## config.mk

```make
export PLATFORM = sky130hd
export DESIGN_NAME = hamming_dec_arbiter
export DESIGN_NICKNAME = d
export VERILOG_FILES = /design/src/rtl/hamming_dec_arbiter.sv
export SDC_FILE = /design/constraint.sdc
export NUM_CORES = 1
export LEC_CHECK = 0
export CORE_UTILIZATION = 46
export DETAILED_ROUTE_END_ITERATION = 7
export GPL_ROUTABILITY_DRIVEN = 0
export PLACE_DENSITY = 0.76
export SYNTH_ARGS = -nofsm -noshare
export SYNTH_HDL_FRONTEND = slang
export SYNTH_SLANG_ARGS = --single-unit
```

## constraint.sdc

```tcl
create_clock -name clk -period 6.95 [get_ports clk]
set_clock_uncertainty 0.15 [all_clocks]
set_input_delay 1.39 -clock clk [delete_from_list [all_inputs] [get_ports clk]]
set_output_delay 1.39 -clock clk [all_outputs]
set_load 0.05 [all_outputs]
```

## src/rtl/hamming_dec_arbiter.sv

```systemverilog
// Two-requester round-robin front end sharing one Hamming(15,11) single-error
// corrector, with a one-entry registered result slot and per-requester error counters.
module hamming_dec_arbiter #(
    parameter int CNT_W = 8
) (
    input  logic             clk,
    input  logic             rst,
    input  logic             req0_valid,
    input  logic [14:0]      req0_cw,
    output logic             req0_ready,
    input  logic             req1_valid,
    input  logic [14:0]      req1_cw,
    output logic             req1_ready,
    output logic             out_valid,
    input  logic             out_ready,
    output logic             out_id,
    output logic [14:0]      out_cw,
    output logic [10:0]      out_data,
    output logic             out_corr,
    input  logic             cnt_clr,
    output logic [CNT_W-1:0] err_cnt0,
    output logic [CNT_W-1:0] err_cnt1
);

    typedef enum logic {ST_EMPTY, ST_FULL} state_t;

    state_t           r_state, w_state_nxt;
    logic             r_ptr;
    logic             r_id, r_corr;
    logic [14:0]      r_cw;
    logic [10:0]      r_data;
    logic [CNT_W-1:0] r_cnt0, r_cnt1;

    logic             w_grant, w_free, w_accept, w_corr;
    logic [14:0]      w_cw_in, w_dec;
    logic [3:0]       w_syn;

    // Grant falls back to the RR pointer when neither side is valid.
    always_comb begin
        w_grant = r_ptr;
        if (req0_valid && !req1_valid)
            w_grant = 1'b0;
        else if (req1_valid && !req0_valid)
            w_grant = 1'b1;
    end

    assign w_free     = (r_state == ST_EMPTY) || out_ready;
    assign w_accept   = w_free && (req0_valid || req1_valid) && !rst;
    assign req0_ready = w_free && !w_grant && !rst;
    assign req1_ready = w_free &&  w_grant && !rst;
    assign w_cw_in    = w_grant ? req1_cw : req0_cw;

    // Hamming position p sits at cw bit 15-p; syndrome bit k covers positions with bit k set.
    assign w_syn[0] = ^{w_cw_in[14], w_cw_in[12], w_cw_in[10], w_cw_in[8],
                        w_cw_in[6],  w_cw_in[4],  w_cw_in[2],  w_cw_in[0]};
    assign w_syn[1] = ^{w_cw_in[13], w_cw_in[12], w_cw_in[9],  w_cw_in[8],
                        w_cw_in[5],  w_cw_in[4],  w_cw_in[1],  w_cw_in[0]};
    assign w_syn[2] = ^{w_cw_in[11], w_cw_in[10], w_cw_in[9],  w_cw_in[8],
                        w_cw_in[3],  w_cw_in[2],  w_cw_in[1],  w_cw_in[0]};
    assign w_syn[3] = ^w_cw_in[7:0];

    always_comb begin
        w_dec = w_cw_in;
        if (w_syn != 4'd0)
            w_dec[4'd15 - w_syn] = ~w_cw_in[4'd15 - w_syn];
    end

    assign w_corr = |(w_dec ^ w_cw_in);

    always_ff @(posedge clk or posedge rst) begin
        if (rst)
            r_state <= ST_EMPTY;
        else
            r_state <= w_state_nxt;
    end

    always_comb begin
        w_state_nxt = r_state;
        case (r_state)
            ST_EMPTY: if (w_accept) w_state_nxt = ST_FULL;
            ST_FULL:  if (!w_accept && out_ready) w_state_nxt = ST_EMPTY;
            default:  w_state_nxt = ST_EMPTY;
        endcase
    end

    always_ff @(posedge clk or posedge rst) begin
        if (rst) begin
            r_ptr  <= 1'b0;
            r_id   <= 1'b0;
            r_cw   <= '0;
            r_data <= '0;
            r_corr <= 1'b0;
        end else if (w_accept) begin
            r_ptr  <= ~w_grant;
            r_id   <= w_grant;
            r_cw   <= w_dec;
            r_data <= {w_dec[12], w_dec[10:8], w_dec[6:0]};
            r_corr <= w_corr;
        end
    end

    // Clear takes precedence over a same-cycle increment.
    always_ff @(posedge clk or posedge rst) begin
        if (rst) begin
            r_cnt0 <= '0;
            r_cnt1 <= '0;
        end else if (cnt_clr) begin
            r_cnt0 <= '0;
            r_cnt1 <= '0;
        end else if (w_accept && w_corr) begin
            if (!w_grant && (r_cnt0 != '1))
                r_cnt0 <= r_cnt0 + CNT_W'(1);
            if (w_grant && (r_cnt1 != '1))
                r_cnt1 <= r_cnt1 + CNT_W'(1);
        end
    end

    assign out_valid = (r_state == ST_FULL);
    assign out_id    = r_id;
    assign out_cw    = r_cw;
    assign out_data  = r_data;
    assign out_corr  = r_corr;
    assign err_cnt0  = r_cnt0;
    assign err_cnt1  = r_cnt1;

endmodule
```

# After elaboration in Yosys (flattened, before gate mapping)

Cells that the tools add are included.

Register bits after elaboration: 46
Input port bits: 36
Output and inout bits: 47
Logic and storage cells: 68

Add/sub/neg operators: 3
Magnitude comparators: 2
Eq/ne operators: 2
Muxes and demuxes: 18
Bitwise logic cells: 4
Reduce and logical (&&, ||, !) cells: 31

Operators with widths:

| kind                                                                         | count |
|---|---|
| 8-bit 2-to-1 mux                                                             | 6 |
| 8-bit XOR reduction                                                          | 4 |
| 15-bit 2-to-1 mux                                                            | 2 |
| 8-bit by 1-bit adder with 8-bit output, second input constant                | 2 |
| 8-bit inequality test, second input constant                                 | 2 |
| 15-bit bitwise mux                                                           | 1 |
| 15-bit OR reduction                                                          | 1 |
| 15-bit XOR                                                                   | 1 |
| 1-bit logical AND                                                            | 13 |
| 1-bit 2-to-1 mux                                                             | 6 |
| 2-bit nonzero test                                                           | 3 |
| 1-bit zero test                                                              | 5 |
| 4-bit by 5-bit less-than comparator with 1-bit output, second input constant | 1 |
| 1-bit binary-select mux with 4-bit select                                    | 1 |
| 1-bit demux with 4-bit select                                                | 1 |
| 4-bit by 1-bit >= comparator with 1-bit output, second input constant        | 1 |
| 2-bit AND reduction                                                          | 2 |
| 4-bit nonzero test                                                           | 1 |
| 4-bit subtractor, first input constant                                       | 1 |
| 1-bit NOT                                                                    | 3 |
| 1-bit logical OR                                                             | 2 |
| 1-bit case mux with 2 select lines                                           | 1 |

# Logic depth before layout (Yosys ltp)

Gate-level depths: netlist of run 1.

Depth in word-level cells: 18
Depth in mapped cells: 12
Mapped depth without buffers: 10

# Worst setup path before layout of run 1

Ideal clock, no wire load.

Path type: input to output
Start point: input port req0_valid
End point: output port req0_ready
Arrival: 2831 ps
Data required time: 5410 ps
Setup slack: 2579 ps
Stages on the path: 5
Buffers on the path: 2
Cells stage by stage: inv_2 > maj3_4 > buf_6 > buf_6 > nor2b_1

Word-level cells in the longest chain between the ends: 7
Elaborated cells on any way between the ends: 8
Those cells by class: mux (2); reduce/logical (6)

RTL lines:

| item                                | line | text |
|---|---|---|
| start, declared                     | 8    | `input logic req0_valid,` |
| 1-bit zero test                     | 43   | `else if (req1_valid && !req0_valid)` |
| 1-bit logical AND                   | 43   |  |
| 1-bit 2-to-1 mux                    | 43   |  |
| 1-bit 2-to-1 mux (*)                | 41   | `if (req0_valid && !req1_valid)` |
| 1-bit zero test (*)                 | 49   | `assign req0_ready = w_free && !w_grant && !rst;` |
| 1-bit logical AND (*) (2 in series) | 49   |  |
| end, declared                       | 10   | `output logic req0_ready,` |

Mark *: on every way between the ends. The rest lies on a longest branch, timed or not.

# Worst setup path after layout of run 1

Start point: input port req1_valid
End point: register r_cnt0[5] (netlist: err_cnt0[5])

Word-level cells in the longest chain between the ends: 17
Elaborated cells on any way between the ends: 33
Those cells by class: add/sub (1); order compare (2); mux (9); bitwise (2); reduce/logical (19)

RTL lines:

| item                                                                                                                                          | line   | text |
|---|---|---|
| start, declared                                                                                                                               | 11     | `input logic req1_valid,` |
| 1-bit logical AND or 1-bit zero test (tied branches)                                                                                          | 43, 41 |  |
| 1-bit 2-to-1 mux or 1-bit logical AND (tied branches)                                                                                         | 43, 41 |  |
| 1-bit 2-to-1 mux                                                                                                                              | 41     |  |
| 15-bit 2-to-1 mux                                                                                                                             | 51     | `assign w_cw_in = w_grant ? req1_cw : req0_cw;` |
| 8-bit XOR reduction, on equally long branches                                                                                                 | n/a    |  |
| 4-bit subtractor                                                                                                                              | 65     | `w_dec[4'd15 - w_syn] = ~w_cw_in[4'd15 - w_syn];` |
| 4-bit by 5-bit less-than comparator with 1-bit output (implied by the code) or 4-bit by 1-bit >= comparator with 1-bit output (tied branches) | 65     |  |
| 1-bit logical AND (implied by the code)                                                                                                       | 65     |  |
| 1-bit 2-to-1 mux (implied by the code)                                                                                                        | 65     |  |
| 1-bit demux with 4-bit select                                                                                                                 | 65     |  |
| 15-bit bitwise mux                                                                                                                            | 65     |  |
| 15-bit 2-to-1 mux                                                                                                                             | 64     | `if (w_syn != 4'd0)` |
| 15-bit XOR                                                                                                                                    | 68     | `assign w_corr = \|(w_dec ^ w_cw_in);` |
| 15-bit OR reduction                                                                                                                           | 68     |  |
| 1-bit logical AND                                                                                                                             | 110    | `end else if (w_accept && w_corr) begin` |
| 2-bit nonzero test (no line)                                                                                                                  | n/a    |  |
| 2-bit AND reduction (no line) (*)                                                                                                             | n/a    |  |
| end signal, assigned                                                                                                                          | 112    | `r_cnt0 <= r_cnt0 + CNT_W'(1);` |
| end, declared                                                                                                                                 | 32     | `logic [CNT_W-1:0] r_cnt0, r_cnt1;` |

Mark *: on every way between the ends. The rest lies on a longest branch, timed or not. The select of a mux whose other input is x is not followed.
A chain may end at the register's enable or synchronous reset.

==> impl_metrics.env, run 1 <==
export IMPL_fmax_mhz=189.4
export IMPL_htree_levels=2
export IMPL_p_seq_share_pct=20.4
export IMPL_clk_latency_ns=0.29
export IMPL_intPower_uw=648.9
export IMPL_clk_pin_slew_worst_paths_ns=0.08
export IMPL_grt_antenna_before_repair=0
export IMPL_routed_via_density=5.694
export IMPL_grt_max_degree=38
export IMPL_synth_seq_cells=35
export IMPL_syn2layout_area_growth_pct=31.77
export IMPL_synth_distinct_cells=51
export IMPL_grt_ovfl_total=0
export IMPL_synth_simple_gate_area_share_pct=13.36
export IMPL_cp_start_kind="input pin"
export IMPL_tightest_slew_ns=0.9246
export IMPL_numPortBuffers=82
export IMPL_setup_slack_ns=1.671
export IMPL_synth_edff_count=0
export IMPL_endpoint_kind="flop"
export IMPL_crit_chain="clkdlybuf4s50_1 -> maj3_4 -> mux2i_2 -> xor2_2 -> xnor2_2 -> mux2i_2 -> a21oi_1 -> and3_1 -> mux2_1"
export IMPL_ios=83
export IMPL_vias=2528
export IMPL_cts_hold_buf=0
export IMPL_synth_flop_cell="dfrtp_1"
export IMPL_finalSetupViolations=0
export IMPL_fin_crit_ns=5.279
export IMPL_wire_per_inst_um=15.88
export IMPL_grt_use_total_pct=23.92
export IMPL_powerDensity_nw_per_um2=379.7
export IMPL_cts_repair_resize_count=0
export IMPL_setup_tns_final_ns=0
export IMPL_hold_viol=0
export IMPL_rows=28
export IMPL_synth_top_area_share_pct=31.28
export IMPL_synth_xor_area_share_pct=12.60
export IMPL_crit_family="multiplexers"
export IMPL_crit_fanout=22
export IMPL_min_period_over_period_pct=75.96
export IMPL_place_ws_ns=1.383
export IMPL_netSwitchingFraction_pct=53.68
export IMPL_grt_pass1_wl_um=11780
export IMPL_die_area_um2=6403
export IMPL_final_nets=406
export IMPL_muxShareOfSynthArea_pct=17.43
export IMPL_cts_buffers=5
export IMPL_totalWireLength_um=7051
export IMPL_clkPwrFrac_pct=10.6
export IMPL_criticalPathCategory="in2reg"
export IMPL_root_buffer="clkbuf_8"
export IMPL_cp_buffers_inverters=1
export IMPL_final_max_slew_violation_count=0
export IMPL_p_leak_uw=0.001429
export IMPL_post_cts_buffers=0
export IMPL_maxCapViolCount=0
export IMPL_n_fill_cell=531
export IMPL_async_reset_ff_share_pct=100.0
export IMPL_die_x_um=80.02
export IMPL_drive_gt1_share_pct=10.84
export IMPL_synthCells=296
export IMPL_drc_errors=0
export IMPL_slew_headroom_pct=38.05
export IMPL_synth_avg_cell_area_um2=9.460
export IMPL_syn_nets=334
export IMPL_ant_nets=0
export IMPL_synth_area_um2=2800
export IMPL_cts_sinks=35
export IMPL_synth_adder_area_share_pct=1.385
export IMPL_dp_hpwl_um=5304
export IMPL_rsz0062_at_grt="no"
export IMPL_synth_area_leaders="dfrtp_1, xnor2_1, mux2i_4"
export IMPL_power_switching_uw=752.0
export IMPL_synth_top_family_by_area="compound AO/OA/AOI/OAI gates"
export IMPL_ir_drop_mv=0.3554
export IMPL_diodes=0
export IMPL_ys_warn_count=0
export IMPL_cts_tree="done"
export IMPL_drt_initial_drc_count=172
export IMPL_drt_pass1_iter_count=4
export IMPL_slowest_stage="xnor2_2"
export IMPL_start_util_pct=47.58
export IMPL_required_ns=6.98
export IMPL_dieHeight_um=80.02
export IMPL_combPwrFrac_pct=69.0
export IMPL_synth_seq_area_share_pct=31.28
export IMPL_core_area_um2=5886
export IMPL_synth_top_cell_by_area="dfrtp_1"
export IMPL_cpMostUsedCell="mux2i_2"
export IMPL_slowest_delay_ns=0.78
export IMPL_hold_class="reg2reg"
export IMPL_status="finished clean"
export IMPL_clk_path_buf_depth=2
export IMPL_cp_arrival_ns=5.31
export IMPL_grt_pass1_vias=2475
export IMPL_synth_compound_area_share_pct=18.68
==> through the flow <==
| stage | hold slack [ns] | std cells | util (%) | instance area, um^2 | total power [uW] |
|---|---|---|---|---|---|
| final | 0.3269 | 444 | 62.69 | 3690 | 1401 |
| after CTS | 0.3328 | 444 | 62.69 | 3690 | 1395 |
| after global placement | 0.3091 | 436 | 61.25 | 3605 | 1233 |
| after floorplan | 0.3473 | 296 | - | 2800 | 1014 |
| after detailed placement | 0.3172 | 436 | 61.25 | 3605 | 1243 |
| after global routing | 0.3587 | 444 | 62.69 | 3690 | 1476 |
==> worst register-to-register path, stage by stage, from the launching register on <==
cell and delay [ns]:
dfrtp_1 0.42, maj3_4 0.56, mux2i_2 0.46, xor2_2 0.19, xnor2_2 0.78, mux2i_2 0.60
a21oi_1 0.18, and3_1 0.23, mux2_1 0.30
==> logic make-up after synthesis <==
| family | after synthesis |
|---|---|
| AOI/OAI and AO/OA | 81 |
| muxes | 36 |
| adders and majority gates | 3 |
| xor gates and xnor gates | 36 |
| buffers and inverters | 24 |
| DFF | 35 |
| and+or+nand+nor | 81 |
==> layout by cell type, fill, tap and decap left out, types with 4 or more instances in the layout <==
| master | count |
|---|---|
| xor2_1 | 10 |
| o21ai_1 | 15 |
| mux2_1 | 4 |
| a211oi_1 | 15 |
| clkbuf_8 | 5 |
| clkdlybuf4s50_1 | 82 |
| a21oi_1 | 22 |
| nand3_1 | 14 |
| o21ai_0 | 7 |
| nand2_1 | 21 |
| mux2i_1 | 14 |
| nor2b_1 | 5 |
| xnor2_1 | 21 |
| dfrtp_1 | 35 |
| mux2i_2 | 7 |
| mux2i_4 | 7 |
| nor2_1 | 26 |
==> area by class of cell <==
cell class / instances / area (um^2) / share of cell area [%]
well taps: 75 / 93.84 / 2.543
clock inverters: 2 / 12.51 / 0.3391
multi-input cells: 237 / 1780 / 48.25
clock buffers: 6 / 72.57 / 1.967
inverters: 5 / 18.77 / 0.5086
repair buffers: 84 / 835.8 / 22.65
flip-flops and latches: 35 / 875.8 / 23.74
==> routing by layer <==
layer	up-vias	share of wire, %	track usage (%)	routed length, um
li1	1210	-	-	-
met1	1214	46	31.56	3240
met2	89	48	39.66	3365
met3	15	4.2	4.343	298
met4	0	2.1	7.321	147
met5	-	0	0	0
==> path summary, 6_finish.rpt <==
check                      slack, ns                 start  cells after the start                      end
min reg2reg                     0.33  out_corr$_DFFE_PP0P_                      1     out_corr$_DFFE_PP0P_
max                             1.67            req1_valid                      9  err_cnt0[5]$_DFFE_PP0P_
min in group asynchronous       1.37                   rst                      3  err_cnt0[0]$_DFFE_PP0P_
max reg2reg                     2.97     r_ptr$_DFFE_PP0P_                      8  err_cnt0[5]$_DFFE_PP0P_
max in group asynchronous       4.95                   rst                      3   out_cw[13]$_DFFE_PP0P_
min                             0.33  out_corr$_DFFE_PP0P_                      1     out_corr$_DFFE_PP0P_
==> power by group through the flow <==
stage                     Sequential, uW  Clock [uW]  Combinational (uW)
after floorplan                      429           0                 585
after global placement               289           0                 944
after detailed placement             289           0                 954
after CTS                            286         151                 958
after global routing                 292         158                1030
final                                286         149                 966
==> cell usage after synthesis (4+ instances only) <==
master / instances
o21ai_0: 7
o21ai_1: 16
mux2i_4: 7
clkbuf_1: 5
mux2i_1: 14
xnor2_1: 21
nand3_1: 14
mux2i_2: 7
xor2_1: 10
a211oi_1: 15
nand2_1: 21
a21oi_1: 22
buf_4: 11
nor2b_1: 5
mux2_1: 4
dfrtp_1: 35
nor2_1: 26
==> state kept, by name, summed over array words and instances (netlist names) <==
name,flops
out_cw,15
r_ptr,1
err_cnt1,8
out_id,1
out_valid,1
err_cnt0,8
out_corr,1
(Power assumes the default switching activity.)
==> run 2, diff against run 1 <==
- clock period: 6.95 -> 5 ns (I/O delays scaled with it)
==> run 2 against run 1 <==
Sequential power rose by 39%. Flip-flop and latch count is the same. Worst hold slack better by 0.022 ns. Critical path depth grew 1. Largest cell class unchanged. Combinational power increased by 44%. Cell count rose by 1.6%. Highest routed layer unchanged. Count of clock-buffer cells in the layout down 1. Clock power is 74% higher. Final area up 2.2%.
==> impl_metrics.env, run 2 (synthesis gave the netlist of run 1 again) <==
export IMPL_status="finished clean"
export IMPL_multiInputGateArea_um2=1780
export IMPL_rr_worst_depth=9
export IMPL_utilization_pct=64.05
export IMPL_crit_fanout=22
export IMPL_wl_met3_um=583
export IMPL_layout_common_cells="clkdlybuf4s50_1, dfrtp_1, nor2_1"
export IMPL_cp_num_cells=10
export IMPL_endpoint_kind="flop"
export IMPL_drc_errors=0
export IMPL_die_area_um2=6403
export IMPL_core_area_um2=5886
export IMPL_cts_tree="done"
export IMPL_setup_tns_final_ns=0
export IMPL_grt_pass1_wl_um=11960
export IMPL_cp_start_kind="input pin"
export IMPL_cts_repair_resize_count=0
export IMPL_htree_levels=2
export IMPL_ios=83
export IMPL_grt_pass1_vias=2464
export IMPL_slowest_stage="clkdlybuf4s50_1"
export IMPL_grt_ovfl_total=0
export IMPL_cp_buffers_inverters=1
export IMPL_p_leak_uw=0.001481
export IMPL_vias=2534
export IMPL_required_ns=5.03
export IMPL_hold_viol=0
export IMPL_fmax_mhz=215.8
export IMPL_ant_nets=0
export IMPL_slew_headroom_pct=51.84
export IMPL_fin_crit_ns=4.635
export IMPL_crit_chain="clkdlybuf4s50_1 -> maj3_4 -> mux2i_2 -> xor2_2 -> xnor2_2 -> mux2i_2 -> mux2_4 -> o211ai_4 -> nor3_1 -> mux2_1"
export IMPL_dr_wl_met2_um=3574
export IMPL_wire_per_inst_um=15.97
export IMPL_final_nets=413
export IMPL_root_buffer="clkbuf_8"
export IMPL_n_fill_cell=507
export IMPL_grt_use_total_pct=24.25
export IMPL_clk_pin_slew_worst_paths_ns=0.07
export IMPL_cts_sinks=35
export IMPL_seq_area_um2=875.8
export IMPL_final_max_slew_violation_count=0
export IMPL_post_cts_buffers=0
export IMPL_layout_commonest_cell="clkdlybuf4s50_1"
export IMPL_dp_hpwl_um=5470
export IMPL_dieHeight_um=80.02
export IMPL_crit_family="multiplexers"
export IMPL_finalSetupViolations=0
export IMPL_tightest_slew_ns=0.7172
export IMPL_largest_reg_flops=15
export IMPL_grt_max_degree=38
export IMPL_diodes=0
export IMPL_hold_class="reg2reg"
export IMPL_clk_latency_ns=0.29
export IMPL_ir_drop_mv=0.4244
export IMPL_cts_buffers=5
export IMPL_drt_initial_drc_count=109
export IMPL_met1Wirelength_um=2976
export IMPL_criticalPathCategory="in2reg"
export IMPL_slowest_delay_ns=0.59
export IMPL_min_period_over_period_pct=92.70
export IMPL_maxCapViolCount=0
export IMPL_rsz0062_at_grt="no"
export IMPL_routed_via_density=5.619
export IMPL_rows=28
export IMPL_totalWireLength_um=7201
export IMPL_start_util_pct=47.58
export IMPL_drt_pass1_iter_count=4
export IMPL_syn2layout_area_growth_pct=34.63
export IMPL_highest_layer="met4"
export IMPL_numPortBuffers=82
export IMPL_drive_gt1_share_pct=12.77
export IMPL_powerDensity_nw_per_um2=543.0
export IMPL_min_delay_path_depth=1
export IMPL_cpMostUsedCell="mux2i_2"
export IMPL_cp_arrival_ns=4.66
export IMPL_grt_antenna_before_repair=0
export IMPL_die_x_um=80.02
export IMPL_cts_hold_buf=0
export IMPL_clk_path_buf_depth=2
==> run 2: cell types whose count changed in the layout (fill, tap and decap cells not counted), sizes merged <==
cell	previous run	this run
clkbuf	6	5
clkinv	1	2
clkinvlp	1	0
bufinv	0	1
buf	2	9
==> run 2: area by class of cell <==
cell class	count	share of cell area [%]
clock buffer	5	1.825
tap	75	2.489
inverter	5	0.4978
sequential	35	23.23
clock inverter	3	1.162
multi-input combinational	237	47.23
timing repair buffer	91	23.56
==> run 2: path summary, 6_finish.rpt <==
path                       slack, ns                      end            startpoint
min reg2reg                     0.35     out_corr$_DFFE_PP0P_  out_corr$_DFFE_PP0P_
max reg2reg                     1.27  err_cnt0[6]$_DFFE_PP0P_     r_ptr$_DFFE_PP0P_
min                             0.35     out_corr$_DFFE_PP0P_  out_corr$_DFFE_PP0P_
min in group asynchronous       0.98        r_ptr$_DFFE_PP0P_                   rst
max in group asynchronous       3.40  err_cnt1[4]$_DFFE_PP0P_                   rst
max                             0.37  err_cnt0[6]$_DFFE_PP0P_            req1_valid
==> run 2: metrics by stage <==
| step | setup WS, ns | total power, uW | hold slack, ns | area (um^2) | cells |
|---|---|---|---|---|---|
| floorplan | 1.099 | 1410 | 0.3473 | 2800 | 296 |
| global placement | 0.1623 | 1761 | 0.3106 | 3657 | 443 |
| detailed placement | 0.08421 | 1780 | 0.3378 | 3657 | 443 |
| CTS | 0.3913 | 2046 | 0.3549 | 3770 | 451 |
| global route | 0.1194 | 2160 | 0.3756 | 3770 | 451 |
| finish | 0.3652 | 2047 | 0.3486 | 3770 | 451 |
==> run 2: worst register-to-register path: cells and delay by family (launching register included) <==
| family | cells | cell delay, ns |
|---|---|---|
| muxes | 4 | 1.59 |
| adders and majority gates | 1 | 0.56 |
| xor gates and xnor gates | 2 | 0.54 |
| DFF | 1 | 0.42 |
| and+or+nand+nor | 1 | 0.22 |
| AOI/OAI and AO/OA | 1 | 0.13 |
==> run 2: power breakdown <==
| group | total, uW | internal [uW] | switching (uW) |
|---|---|---|---|
| clock network | 259 | 148 | 110 |
| registers | 398 | 344 | 54.3 |
| logic | 1390 | 498 | 893 |
==> run 2: routing by layer <==
metal  vias to the layer above  global-route usage (%)
li1                       1217                       -
met1                      1205                   32.74
met2                       106                   40.94
met3                         6                   3.314
met4                         0                   5.714
met5                         -                       0
==> run 3, diff against run 2 <==
- CORE_ASPECT_RATIO: default -> 1.2
- RECOVER_POWER: default -> 100
==> run 3 against run 2 <==
The flow now finishes with violations (capacitance limit, slew limit). Total power fell by 5.6%. Cell count rose by 1.1%. Highest routed layer unchanged. Critical path depth did not move. Setup slack got worse by 0.050 ns. Non-clock buffer count did not move. Via count fell by 0.24%.
==> impl_metrics.env, run 3 (synthesis gave the netlist of run 1 again) <==
export IMPL_grt_max_degree=38
export IMPL_totalWireLength_um=7257
export IMPL_cts_sinks=35
export IMPL_core_area_um2=5781
export IMPL_fmax_mhz=213.5
export IMPL_grt_pass1_vias=2537
export IMPL_routed_via_density=5.544
export IMPL_place_area_um2=3664
export IMPL_criticalPathCategory="in2reg"
export IMPL_vias=2528
export IMPL_clk_latency_ns=0.29
export IMPL_dieHeight_um=87.47
export IMPL_grt_ovfl_total=0
export IMPL_die_x_um=73.23
export IMPL_met1Wirelength_um=2993
export IMPL_ios=83
export IMPL_grt_pass1_wl_um=11980
export IMPL_drt_pass1_iter_count=4
export IMPL_drc_errors=0
export IMPL_hold_class="reg2reg"
export IMPL_final_area_um2=3734
export IMPL_p_leak_uw=0.001552
export IMPL_ant_nets=0
export IMPL_cp_start_kind="input pin"
export IMPL_layout_commonest_cell="dlygate4sd3_1"
export IMPL_hold_ws_ns=0.3276
export IMPL_crit_fanout=20
export IMPL_dp_hpwl_um=5403
export IMPL_grt_antenna_before_repair=0
export IMPL_tightest_slew_ns=1.873
export IMPL_cts_tree="done"
export IMPL_cp_arrival_ns=4.70
export IMPL_wl_met3_um=404
export IMPL_root_buffer="clkbuf_8"
export IMPL_slew_headroom_pct=-24.85
export IMPL_n_fill_cell=540
export IMPL_final_nets=413
export IMPL_required_ns=5.01
export IMPL_numPortBuffers=82
export IMPL_powerDensity_nw_per_um2=517.6
export IMPL_hold_viol=0
export IMPL_post_cts_buffers=0
export IMPL_htree_levels=2
export IMPL_endpoint_kind="flop"
export IMPL_clk_path_buf_depth=2
export IMPL_diodes=0
export IMPL_highest_layer="met4"
export IMPL_cts_buffers=5
export IMPL_grt_use_total_pct=24.53
export IMPL_maxCapViolCount=1
export IMPL_drive_gt1_share_pct=10.90
export IMPL_violations="capacitance limit, slew limit"
export IMPL_status="complete, but fails checks"
export IMPL_finalPower_uw=1933
export IMPL_drt_initial_drc_count=104
export IMPL_layout_cells_non_filler=456
export IMPL_rsz0062_at_grt="no"
export IMPL_ir_drop_mv=0.2592
export IMPL_syn2layout_area_growth_pct=33.33
export IMPL_setup_tns_final_ns=0
export IMPL_dpl_cell_count=448
export IMPL_start_util_pct=48.44
export IMPL_clk_pin_slew_worst_paths_ns=0.07
export IMPL_die_area_um2=6405
export IMPL_cts_repair_resize_count=0
export IMPL_fin_crit_ns=4.685
export IMPL_wire_per_inst_um=15.91
export IMPL_layout_common_cells="dlygate4sd3_1, dfrtp_1, clkdlybuf4s50_1"
export IMPL_dr_wl_met2_um=3618
export IMPL_rows=30
export IMPL_cts_hold_buf=0
export IMPL_min_period_over_period_pct=93.69
export IMPL_finalSetupViolations=0
export IMPL_final_max_slew_violation_count=36
export IMPL_largest_reg_flops=15
[run 3: cell types whose count changed in the layout (fill, tap and decap cells not counted), sizes merged]
cell	change
clkdlybuf4s50	-48
dlygate4sd3	+48
clkbuf	+6
buf	-3
clkinv	-2
bufinv	-1
[run 3: worst max-delay path, stage by stage]
cell	delay, ns
clkdlybuf4s50_1	0.59
maj3_4	0.51
mux2i_2	0.47
xor2_1	0.52
xnor2_2	0.27
clkbuf_2	0.36
mux2i_1	0.53
nand2_1	0.13
xnor2_1	0.19
o21ai_0	0.10
[run 3: final timing paths]
kind | end | depth (start not counted) | slack (ns) | from
max | out_cw[13]$_DFFE_PP0P_ | 10 | 0.32 | req1_valid
min | out_corr$_DFFE_PP0P_ | 1 | 0.33 | out_corr$_DFFE_PP0P_
max reg2reg | out_cw[13]$_DFFE_PP0P_ | 9 | 1.21 | r_ptr$_DFFE_PP0P_
min reg2reg | out_corr$_DFFE_PP0P_ | 1 | 0.33 | out_corr$_DFFE_PP0P_
max in group asynchronous | err_cnt1[6]$_DFFE_PP0P_ | 3 | 1.93 | rst
min in group asynchronous | out_valid$_DFF_PP0_ | 3 | 1.69 | rst
[run 3: layout make-up]
type	count	area [um^2]	area share, %
clock buffer	8	100.1	2.681
inverter	5	18.77	0.5027
multi-input combinational	237	1760	47.15
sequential	35	875.8	23.46
timing repair buffer	91	878.3	23.53
tap	80	100.1	2.681
[run 3: report_power, final]
group	switching [uW]	internal, uW
logic	874	436
registers	46.9	344
clock network	105	126
total	1030	906
[run 3: stage by stage]
stage               worst slack (ns)  utilization [%]
finish                        0.3153            64.59
global route                  0.1336            64.59
CTS                           0.4365            65.11
detailed placement            0.2028            63.38
global placement              0.3001            63.38
floorplan                      1.099                -
[run 3: routing by layer]
| layer | track usage (%) | up-vias |
|---|---|---|
| met4 | 11.05 | 0 |
| met2 | 43.01 | 84 |
| met1 | 29.08 | 1208 |
| met3 | 4.051 | 20 |
| met5 | 0 | - |
| li1 | - | 1216 |
